==> config.mk <==
export PLATFORM = sky130hd
export DESIGN_NAME = hazard_controller
export DESIGN_NICKNAME = d
export VERILOG_FILES = /design/src/rtl/hazard_controller.sv
export SDC_FILE = /design/constraint.sdc
export NUM_CORES = 1
export LEC_CHECK = 0
export CAP_MARGIN = 15
export CORE_AREA = 2 2 90 92
export CTS_BUF_LIST = sky130_fd_sc_hd__clkbuf_8 sky130_fd_sc_hd__clkbuf_16
export DETAILED_ROUTE_END_ITERATION = 6
export DIE_AREA = 0 0 92 94
export GPL_ROUTABILITY_DRIVEN = 0
export PLACE_DENSITY = 0.58
export SLEW_MARGIN = 20
export SYNTH_ARGS = -nofsm -noshare
export SYNTH_HDL_FRONTEND = slang
export SYNTH_SLANG_ARGS = --single-unit
==> constraint.sdc <==
create_clock -name clk -period 6.35 [get_ports clk]
set_input_delay 1.5875 -clock clk [delete_from_list [all_inputs] [get_ports clk]]
set_output_delay 1.5875 -clock clk [all_outputs]
set_load 0.02 [all_outputs]
==> src/rtl/hazard_controller.sv <==
// hazard_controller
//   Pipeline hazard control for a 5-stage in-order core. A three-entry
//   scoreboard (EX, MEM, WB) tracks in-flight register writers. The
//   controller compares the ID stage's source registers against that
//   scoreboard and drives stall, flush, bubble and freeze controls in the
//   same cycle.
//
//   Priority of the control outputs: reset, then mem_busy (freeze), then
//   taken branch (flush), then RAW hazard (stall).
//
//   Optional feature macro: HAZARD_FORWARD_EN
//     defined   : only load-use on the EX slot stalls (one cycle).
//     undefined : any writer in EX or MEM stalls (up to two cycles).
//     In both builds WB never stalls, because the register file writes
//     through to the read ports.
//
// Ports
//   clk, rst                 clock; synchronous active-high reset
//   id_valid                 ID stage holds a real instruction
//   id_rs, id_rt             ID source register addresses
//   id_usesRs, id_usesRt     ID instruction reads rs / rt
//   id_registerWriteAddress  ID destination register
//   id_ifWriteRegsFile       ID instruction writes the register file
//   id_isLoad                ID instruction writes back memory data
//   ex_shouldJumpOrBranch    taken jump/branch resolved in EX
//   mem_busy                 data memory not ready; freeze the pipeline
//   pc_hold, ifid_hold       hold PC / IF-ID register
//   ifid_flush               clear IF-ID register
//   idex_bubble              insert a NOP into ID-EX
//   pipe_freeze              hold EX-MEM and MEM-WB registers
//   hz_state                 registered hazard class (RUN/RAW_STALL/FLUSH/MEM_WAIT)
//   stall_cycles             saturating count of cycles with pc_hold=1
module hazard_controller (
  input  logic        clk,
  input  logic        rst,
  input  logic        id_valid,
  input  logic [4:0]  id_rs,
  input  logic [4:0]  id_rt,
  input  logic        id_usesRs,
  input  logic        id_usesRt,
  input  logic [4:0]  id_registerWriteAddress,
  input  logic        id_ifWriteRegsFile,
  input  logic        id_isLoad,
  input  logic        ex_shouldJumpOrBranch,
  input  logic        mem_busy,
  output logic        pc_hold,
  output logic        ifid_hold,
  output logic        ifid_flush,
  output logic        idex_bubble,
  output logic        pipe_freeze,
  output logic [1:0]  hz_state,
  output logic [31:0] stall_cycles
);

  typedef enum logic [1:0] {
    RUN       = 2'd0,
    RAW_STALL = 2'd1,
    FLUSH     = 2'd2,
    MEM_WAIT  = 2'd3
  } hz_state_t;

  typedef struct packed {
    logic       valid;
    logic [4:0] addr;
    logic       is_load;
  } slot_t;

  hz_state_t state, state_next;
  slot_t     ex_slot, mem_slot, wb_slot, id_entry;
  logic      match_ex, raw;

  function automatic logic slot_match(input slot_t s,
                                      input logic use_rs, input logic [4:0] rs,
                                      input logic use_rt, input logic [4:0] rt);
    return s.valid && (s.addr != '0) &&
           ((use_rs && (rs == s.addr)) || (use_rt && (rt == s.addr)));
  endfunction

  // An instruction that is being replaced by a bubble must not enter the
  // scoreboard, otherwise a stalled reader would see itself as a writer.
  always_comb begin
    id_entry.valid   = id_valid && id_ifWriteRegsFile &&
                       (id_registerWriteAddress != '0) && !idex_bubble;
    id_entry.addr    = id_registerWriteAddress;
    id_entry.is_load = id_isLoad;
  end

  assign match_ex = slot_match(ex_slot, id_usesRs, id_rs, id_usesRt, id_rt);

`ifdef HAZARD_FORWARD_EN
  assign raw = id_valid && match_ex && ex_slot.is_load;
`else
  logic match_mem;
  assign match_mem = slot_match(mem_slot, id_usesRs, id_rs, id_usesRt, id_rt);
  assign raw = id_valid && (match_ex || match_mem);
`endif

  // WB is tracked so the scoreboard mirrors the pipeline, but it is never
  // consulted for hazards; which slot fields matter also depends on the build.
  logic unused_slot_bits;
  assign unused_slot_bits = ^{ex_slot, mem_slot, wb_slot};

  // Next hazard class and control outputs, highest priority first.
  always_comb begin
    pc_hold     = 1'b0;
    ifid_hold   = 1'b0;
    ifid_flush  = 1'b0;
    idex_bubble = 1'b0;
    pipe_freeze = 1'b0;
    state_next  = RUN;
    if (rst) begin
      idex_bubble = 1'b1;
    end else if (mem_busy) begin
      pipe_freeze = 1'b1;
      pc_hold     = 1'b1;
      ifid_hold   = 1'b1;
      state_next  = MEM_WAIT;
    end else if (ex_shouldJumpOrBranch) begin
      ifid_flush  = 1'b1;
      idex_bubble = 1'b1;
      state_next  = FLUSH;
    end else if (raw) begin
      pc_hold     = 1'b1;
      ifid_hold   = 1'b1;
      idex_bubble = 1'b1;
      state_next  = RAW_STALL;
    end
  end

  always_ff @(posedge clk) begin
    if (rst) begin
      state        <= RUN;
      ex_slot      <= '0;
      mem_slot     <= '0;
      wb_slot      <= '0;
      stall_cycles <= '0;
    end else begin
      state <= state_next;
      if (!pipe_freeze) begin
        wb_slot  <= mem_slot;
        mem_slot <= ex_slot;
        ex_slot  <= id_entry;
      end
      if (pc_hold && (stall_cycles != '1))
        stall_cycles <= stall_cycles + 32'd1;
    end
  end

  assign hz_state = state;

endmodule

==> flow_summary.toml, run 1 <==
[outcome]
status = "finished, final reports clean"

[yosys]
synth_cell_types = 45
yosys_warnings = 0
syn_inst = 305
synthArstFlopShare_pct = 0
synth-edff-count = 0
syn_avg_cell_area_um2 = 8.529
synth_nets = 330
synthesis.area_um2 = 2601
yosys_register_bits = 46
synth_seq_area_share_pct = 35.40
ys.flop_type = "dfxtp_1"

[clock_tree]
clockBufferDepth = 2
clock_latency_ns = 0.30
root_buffer = "clkbuf_8"
numCtsBuffers = 5
ctsResizeCount = 0
post_cts_buffers = 0
ctsHoldBuffers = 0
path_clk_slew_ns = 0.08
cts_tree = "built"
htreeDepth = 2
clkSinkCount = 46

[placed_design]
placed_cell_area_um2 = 3248
pre_cts_ws_ns = 0.9301
place_hpwl_um = 4815
portBuffers = 61

[timing]
fin_setup_tns_ns = 0
fmax_mhz = 183.4
max_slew_margin_pct = 42.18
rsz0062_at_grt = "false"
worst-slew-pin-transition_ns = 0.8594
hold_violations = 0
clock_skew_ns = 0.01493
fin_crit_sh_pct = 85.88
slew_viol_final = 0
fin_ws_ns = 0.8964
setup_violations = 0
period_minus_slack_ns = 5.454

[drt]
vias = 2608
dr.pass1.iters = 4
drt_iter0_drc = 142
met3RoutedLength_um = 305
routed.top_layer = "met4"
drc_errors = 0
avgViaCountPerCell = 5.682
dr_wl_met2_um = 2999
ant_nets = 0
wire_per_inst_um = 14.92
met1_length_um = 3454
wirelength_um = 6849

[worst_setup_path]
crit_type = "in -> out"
cp-start-kind = "input port"
cp.depth = 7
worst-endpoint-required_ns = 4.76
rr_worst_depth = 6
critPathCaptureType = "output port"
critical_path.top_delay_family = "buffers and inverters"
cp.arrival_ns = 3.87
crit_top_cell = "clkdlybuf4s50_1"
path_cells = "clkdlybuf4s50_1 -> xor2_1 -> nor4_1 -> a32oi_1 -> o221a_2 -> nor2_1 -> clkdlybuf4s50_1"
critPathBufInv = 2
critPathMaxFanout = 2
crit_slowest_cell = "clkdlybuf4s50_1"
max_stage_delay_ns = 0.63

[final_layout]
n_fill_cell = 766
synthToLayoutAreaGrowth_pct = 28.38
seq_area_um2 = 920.9
mostFrequentLayoutCell = "clkdlybuf4s50_1"
antenna_cells = 0
final_cell_mix = "clkdlybuf4s50_1, dfxtp_1, or4_1, a21oi_1, nor2_1"
drive_gt1_share_pct = 4.482
finalInstanceArea_um2 = 3339
nets = 381
multiInputGateArea_um2 = 1544

[grt]
grt_pass1_wl_um = 11360
grtUsageTotal_pct = 16.18
overflow = 0
grt_max_degree = 64
grt_pass1_vias = 2359
antenna_found_initial = 0

[run]
maxCapViolCount = 0

[pwr]
p_comb_share_pct = 12.2
p_total_w = 0.0005490
sequentialPowerShare_pct = 54.6
p_switching_w = 0.0001361
p_int_w = 0.0004130
swShare_pct = 24.78
power_density_nw_per_um2 = 164.4
p_leak_nw = 1.110
irDropWorstVdd_uv = 84.32
power.share.clock_pct = 33.3

[floorplan]
start_util_pct = 34.19
dieArea_um2 = 8648
ios = 63
die_h_um = 94
core_area_um2 = 7607
die_w_um = 92
rows = 32

[hold_path]
holdCritPathClass = "reg -> reg"
hold_path_depth = 2
-- worst reg2reg max path: stages (launching register included) --
cell     delay (ns)
dfxtp_1        0.43
nand2_1        0.13
or3_1          0.44
nor3_2         0.47
and3_1         0.81
nor4_1         0.12
o21a_1         0.20
-- layer usage --
layer  global-route usage [%]  vias to the layer above
li1                         -                     1287
met1                    24.06                     1244
met2                    23.10                       71
met3                    3.371                        6
met4                    5.348                        0
met5                        0                        -
-- final timing paths --
check | start | endpoint | slack, ns
setup reg to reg | stall_cycles[12] | stall_cycles[14] | 3.65
setup / recovery | id_rt[4] | ifid_hold | 0.90
hold / removal | mem_slot[6] | mem_slot[6] | 0.50
hold reg to reg | mem_slot[6] | mem_slot[6] | 0.50
-- area by class of cell --
cell class	instances	share of cell area, %
clock buffers	6	2.473
inverters	4	0.4496
multi-input cells	234	46.23
flip-flops and latches	46	27.58
clock inverters	2	0.2623
repair buffers	65	19.18
well taps	102	3.822
-- state kept, by name, summed over array words and instances, names as in the netlist --
signal,flops
mem_slot,6
hz_state,2
ex_slot,6
stall_cycles,32
-- cell usage after synthesis, drive strengths merged, types with 2 or more instances --
| master | n | area, µm² |
|---|---|---|
| dfxtp | 46 | 920.9 |
| and3 | 8 | 50.05 |
| xor2 | 16 | 140.1 |
| buf | 13 | 91.33 |
| o31ai | 21 | 157.7 |
| or2 | 2 | 12.51 |
| or4 | 25 | 187.7 |
| or3 | 4 | 25.02 |
| and2 | 5 | 31.28 |
| o21ai | 6 | 30.02 |
| nor4 | 7 | 43.79 |
| xnor2 | 4 | 35.03 |
| inv | 4 | 15.01 |
| o311ai | 3 | 26.28 |
| mux2i | 11 | 110.1 |
| clkbuf | 8 | 30.03 |
| o41ai | 4 | 35.03 |
| nor3 | 4 | 25.02 |
| mux2 | 2 | 22.52 |
| or3b | 3 | 26.28 |
| a32oi | 2 | 17.52 |
| and4 | 5 | 43.79 |
| nor2 | 24 | 90.09 |
| nand4 | 11 | 68.82 |
| nand2 | 12 | 45.04 |
| a21oi | 25 | 125.1 |
| nor2b | 3 | 18.77 |
| nand3 | 16 | 80.08 |
-- cell families after synthesis --
family          share of synthesized area [%]
mux                                     5.099
fa+ha+maj                              0.4809
xor+xnor                                6.734
compound gates                          17.61
simple gates                            29.44
buf+inv                                 5.242
flops                                   35.40
-- per-stage QoR --
| step | hold WS, ns | instances | util [%] |
|---|---|---|---|
| 6_report | 0.5022 | 459 | 43.90 |
| 5_1_grt | 0.5378 | 459 | 43.90 |
| 4_1_cts | 0.5037 | 459 | 43.90 |
| 3_5_place_dp | 0.4802 | 451 | 42.70 |
| 3_3_place_gp | 0.4768 | 451 | 42.70 |
| 2_1_floorplan | 0.4606 | 305 | - |
-- power groups by stage --
stage	combinational (W)	clock [W]	sequential [W]
final	0.0000668	0.000183	0.000300
after global routing	0.0000733	0.000202	0.000301
after CTS	0.0000674	0.000189	0.000300
after detailed placement	0.0000670	0	0.000306
after global placement	0.0000662	0	0.000306
after floorplan	0.0000368	0	0.000307
Note: power is estimated with default switching activity, not from simulation.
==> run 2: changes to the inputs <==
- ABC_AREA: not set -> 1
- CORE_AREA: 2 2 90 92 -> 2 2 95 97
- DIE_AREA: 0 0 92 94 -> 0 0 97 99
- PLACE_DENSITY: 0.58 -> 0.57
==> flow_summary.toml, run 2 <==
[outcome]
status = "finished, final reports clean"

[timing]
setup_violations = 0
slew_viol_final = 0
max_slew_margin_pct = 43.75
worst-slew-pin-transition_ns = 0.8418
period_minus_slack_ns = 5.223
hold_violations = 0
fin_crit_sh_pct = 82.24
rsz0062_at_grt = "false"
fin_setup_tns_ns = 0
clock_skew_ns = 0.009872
fmax_mhz = 191.5

[worst_setup_path]
crit_type = "in -> out"
cp-start-kind = "input port"
critPathMaxFanout = 3
critPathCaptureType = "output port"
cp.arrival_ns = 3.63
worst-endpoint-required_ns = 4.76

[grt]
antenna_found_initial = 0
grt_max_degree = 36
grt_pass1_vias = 2744
grt_pass1_wl_um = 13140
overflow = 0
grtUsageTotal_pct = 16.38

[floorplan]
dieArea_um2 = 9603
die_w_um = 97
start_util_pct = 34.01
rows = 34
core_area_um2 = 8551
die_h_um = 99
ios = 63

[final_layout]
final_cell_mix = "nand2_1, clkdlybuf4s50_1, inv_1"
antenna_cells = 0
mostFrequentLayoutCell = "nand2_1"
reg_top3 = "stall_cycles: 32 flops, ex_slot: 6 flops, mem_slot: 6 flops"
largest_register_ff_count = 32
final_cells = 633
top_register = "stall_cycles"
synthToLayoutAreaGrowth_pct = 26.33
n_fill_cell = 928
drive_gt1_share_pct = 3.429
nets = 549
finalInstanceArea_um2 = 3674

[drt]
drc_errors = 0
ant_nets = 0
vias = 3021
wirelength_um = 7815
wire_per_inst_um = 12.35
drt_iter0_drc = 149
dr.pass1.iters = 5
avgViaCountPerCell = 4.773

[placed_design]
place_inst = 625
placed_cell_area_um2 = 3582
place_hpwl_um = 5970
portBuffers = 61

[yosys]
synth_cell_types = 25
synthesis.area_um2 = 2908
syn_avg_cell_area_um2 = 6.187
ys.flop_type = "dfxtp_1"
yosys.cell_count.top_type = "nand2_1"
synth-edff-count = 0
synth_seq_area_share_pct = 31.67
syn_inst = 470
synth_nets = 495
synth_top_cells_by_area = "dfxtp_1, nand2_1, a21oi_1, nand3_1, inv_1"
yosys_register_bits = 46
synthArstFlopShare_pct = 0
synth_top_cell_by_area = "dfxtp_1"
synth_common_cells = "nand2_1, inv_1, dfxtp_1, a21oi_1, nor2_1"
synth_top_area_share_pct = 31.67
yosys_warnings = 0

[clock_tree]
path_clk_slew_ns = 0.08
ctsHoldBuffers = 0
cts_tree = "built"
ctsResizeCount = 0
clock_latency_ns = 0.30
post_cts_buffers = 0
clockBufferDepth = 2
numCtsBuffers = 5
root_buffer = "clkbuf_8"
clkSinkCount = 46
htreeDepth = 2

[pwr]
p_leak_nw = 1.455
irDropWorstVdd_uv = 89.06
power_density_nw_per_um2 = 153.2
p_total_w = 0.0005627

[run]
maxCapViolCount = 0

[hold_path]
holdCritPathClass = "reg -> reg"
[run 2: cell types whose count changed after synthesis, moves of 8 or more]
cell / previous run / this run
nand2_1: 12 / 144
and3_1: 8 / 0
nor3_1: 3 / 19
o31ai_1: 21 / 0
mux2i_1: 11 / 0
nor2_1: 24 / 45
or4_1: 25 / 0
nand3_1: 16 / 44
inv_1: 4 / 49
a21oi_1: 25 / 45
o21ai_0: 3 / 14
[run 2: area by class of cell]
class | instances | area, µm² | area share, %
Sequential cell | 46 | 920.9 | 25.07
Multi-Input combinational cell | 356 | 1702 | 46.32
Timing Repair Buffer | 64 | 633.1 | 17.23
Clock inverter | 2 | 8.758 | 0.2384
Clock buffer | 6 | 82.58 | 2.248
Inverter | 51 | 191.4 | 5.211
Tap cell | 108 | 135.1 | 3.678
[run 2: worst paths after layout]
check	startpoint	end	slack (ns)	cells after the start
max	id_rt[1]	idex_bubble	1.13	12
min	stall_cycles[18]	stall_cycles[18]	0.50	2
max reg2reg	stall_cycles[1]	stall_cycles[5]	3.10	11
min reg2reg	stall_cycles[18]	stall_cycles[18]	0.50	2
[run 2: metal layers]
layer  global-route usage [%]  vias to the layer above  wire length, µm
met5                        0                        -                0
met4                    4.442                        0               91
met3                    3.333                        9              394
met2                    25.75                       69             3398
met1                    22.94                     1333             3930
li1                         -                     1610                -
[run 2: power by group]
| group | total, W | switching (W) | leakage [nW] | internal (W) |
|---|---|---|---|---|
| Combinational | 0.0000754 | 0.0000433 | 1.03 | 0.0000321 |
| Clock | 0.000187 | 0.000101 | 0.0524 | 0.0000864 |
| Sequential | 0.000300 | 0.00000568 | 0.374 | 0.000295 |
[run 2: worst max-delay path, stage by stage]
cell and delay [ns]:
clkdlybuf4s50_1 0.53, inv_1 0.08, nand2_1 0.06, nand2_1 0.05
nor2_1 0.13, nand3_1 0.09, nand2_1 0.08, nand2_1 0.05
nand2_1 0.11, nand2_1 0.06, a21oi_1 0.17, clkdlybuf4s50_1 0.64
[run 2: cell families after synthesis]
logic type	synth area share [%]
AOI/OAI and AO/OA	10.41
xor gates and xnor gates	8.434
DFF	31.67
and+or+nand+nor	39.24
buffers and inverters	9.811
adders and majority gates	0.4302
[run 2: through the flow]
stage                     utilization, %  worst slack [ns]  hold slack [ns]
final                              42.96             1.128           0.5023
after global routing               42.96            0.9653           0.5391
after CTS                          42.96             1.112           0.5038
after detailed placement           41.89             1.122           0.4911
after global placement             41.89             1.120           0.4852
after floorplan                        -             1.818           0.4484
==> run 3: changes to the inputs <==
- clock period: 6.35 -> 5.2 ns (I/O delays scaled with it)
==> flow_summary.toml, run 3 (synthesis results as in run 2) <==
[timing]
fin_ws_ns = 0.5584
period_minus_slack_ns = 4.642
worst-slew-pin-transition_ns = 0.8679
rsz0062_at_grt = "false"
fmax_mhz = 215.4
hold_violations = 0
holdWs_ns = 0.5048
slew_viol_final = 0
max_slew_margin_pct = 42.00
clock_skew_ns = 0.007317
fin_crit_sh_pct = 89.26
setup_violations = 0
fin_setup_tns_ns = 0

[clock_tree]
ctsHoldBuffers = 0
clockBufferDepth = 2
htreeDepth = 2
clock_latency_ns = 0.29
clkSinkCount = 46
cts_tree = "built"
numCtsBuffers = 5
path_clk_slew_ns = 0.08
root_buffer = "clkbuf_8"
ctsResizeCount = 0
post_cts_buffers = 0

[worst_setup_path]
worst-endpoint-required_ns = 3.90
cp.arrival_ns = 3.34
critPathMaxFanout = 3
critPathCaptureType = "output port"
startpoint = "id_rt[1]"
rr_startpoint = "stall_cycles[1]"
cp-start-kind = "input port"
crit_type = "in -> out"

[placed_design]
pre_cts_ws_ns = 0.5672
place_inst = 625
portBuffers = 61
place_hpwl_um = 6198

[final_layout]
mostFrequentLayoutCell = "nand2_1"
reg_top3 = "stall_cycles: 32 flops, ex_slot: 6 flops, mem_slot: 6 flops"
top_register = "stall_cycles"
n_fill_cell = 950
synthToLayoutAreaGrowth_pct = 26.33
final_cells = 633
nets = 549
largest_register_ff_count = 32
drive_gt1_share_pct = 3.429
antenna_cells = 0
final_cell_mix = "nand2_1, clkdlybuf4s50_1, inv_1"

[drt]
ant_nets = 0
drc_errors = 0
vias = 3053
wire_per_inst_um = 12.69
avgViaCountPerCell = 4.823
drt_iter0_drc = 138
dr.pass1.iters = 4
wirelength_um = 8035

[pwr]
power.share.clock_pct = 32.6
p_int_w = 0.0005045
p_switching_w = 0.0001779
power_density_nw_per_um2 = 185.8
p_total_w = 0.0006824
p_leak_nw = 1.455
swShare_pct = 26.07
irDropWorstVdd_uv = 101.8
sequentialPowerShare_pct = 53.8
p_comb_share_pct = 13.6

[grt]
overflow = 0
grt_pass1_vias = 2843
grtUsageTotal_pct = 17.09
antenna_found_initial = 0
grt_max_degree = 36
grt_pass1_wl_um = 13640

[floorplan]
die_w_um = 97
ios = 63
core_area_um2 = 8551
die_h_um = 99
dieArea_um2 = 9603
start_util_pct = 34.01
rows = 34

[hold_path]
holdCritPathClass = "reg -> reg"
hold_start = "stall_cycles[28]"

[run]
maxCapViolCount = 0

[outcome]
status = "finished, final reports clean"
-- run 3: cell counts in the layout (fill, tap and decap cells not counted) --
Identical to the previous run, type by type.
-- run 3: metal layers --
metal	vias to the layer above	wire, µm	global-route usage (%)
li1	1606	-	-
met1	1368	3952	23.18
met2	69	3550	27.88
met3	10	413	3.404
met5	-	0	0
met4	0	117	4.550
-- run 3: stage by stage --
stage	cell area [µm²]	util [%]
2_1_floorplan	2908	-
3_3_place_gp	3582	41.89
3_5_place_dp	3582	41.89
4_1_cts	3674	42.96
5_1_grt	3674	42.96
6_report	3674	42.96
-- run 3: layout make-up --
| cell class | count | area, µm² | share of cell area [%] |
|---|---|---|---|
| Sequential cell | 46 | 920.9 | 25.07 |
| Inverter | 51 | 191.4 | 5.211 |
| Multi-Input combinational cell | 356 | 1702 | 46.32 |
| Clock inverter | 2 | 8.758 | 0.2384 |
| Tap cell | 108 | 135.1 | 3.678 |
| Clock buffer | 6 | 82.58 | 2.248 |
| Timing Repair Buffer | 64 | 633.1 | 17.23 |
-- run 3: worst paths after layout --
| check | end | slack [ns] | cells past startpoint |
|---|---|---|---|
| worst min register to register | stall_cycles[28] | 0.50 | 2 |
| worst min-delay path | stall_cycles[28] | 0.50 | 2 |
| worst max register to register | stall_cycles[1] | 1.93 | 11 |
| worst max-delay path | idex_bubble | 0.56 | 12 |
-- run 3: power groups by stage --
stage | clock (W) | combinational, W | sequential, W
finish | 0.000222 | 0.0000927 | 0.000367
global route | 0.000250 | 0.000104 | 0.000368
CTS | 0.000230 | 0.0000927 | 0.000367
detailed placement | 0 | 0.0000924 | 0.000376
global placement | 0 | 0.0000915 | 0.000375
floorplan | 0 | 0.0000540 | 0.000375
-- run 3: worst max-delay path, stage by stage --
cell and delay [ns]:
clkdlybuf4s50_1 0.52, inv_1 0.07, nand2_1 0.06, nand2_1 0.05, nor2_1 0.12, nand3_1 0.09, nand2_1 0.08, nand2_1 0.05
nand2_1 0.11, nand2_1 0.06, a21oi_1 0.18, clkdlybuf4s50_1 0.65
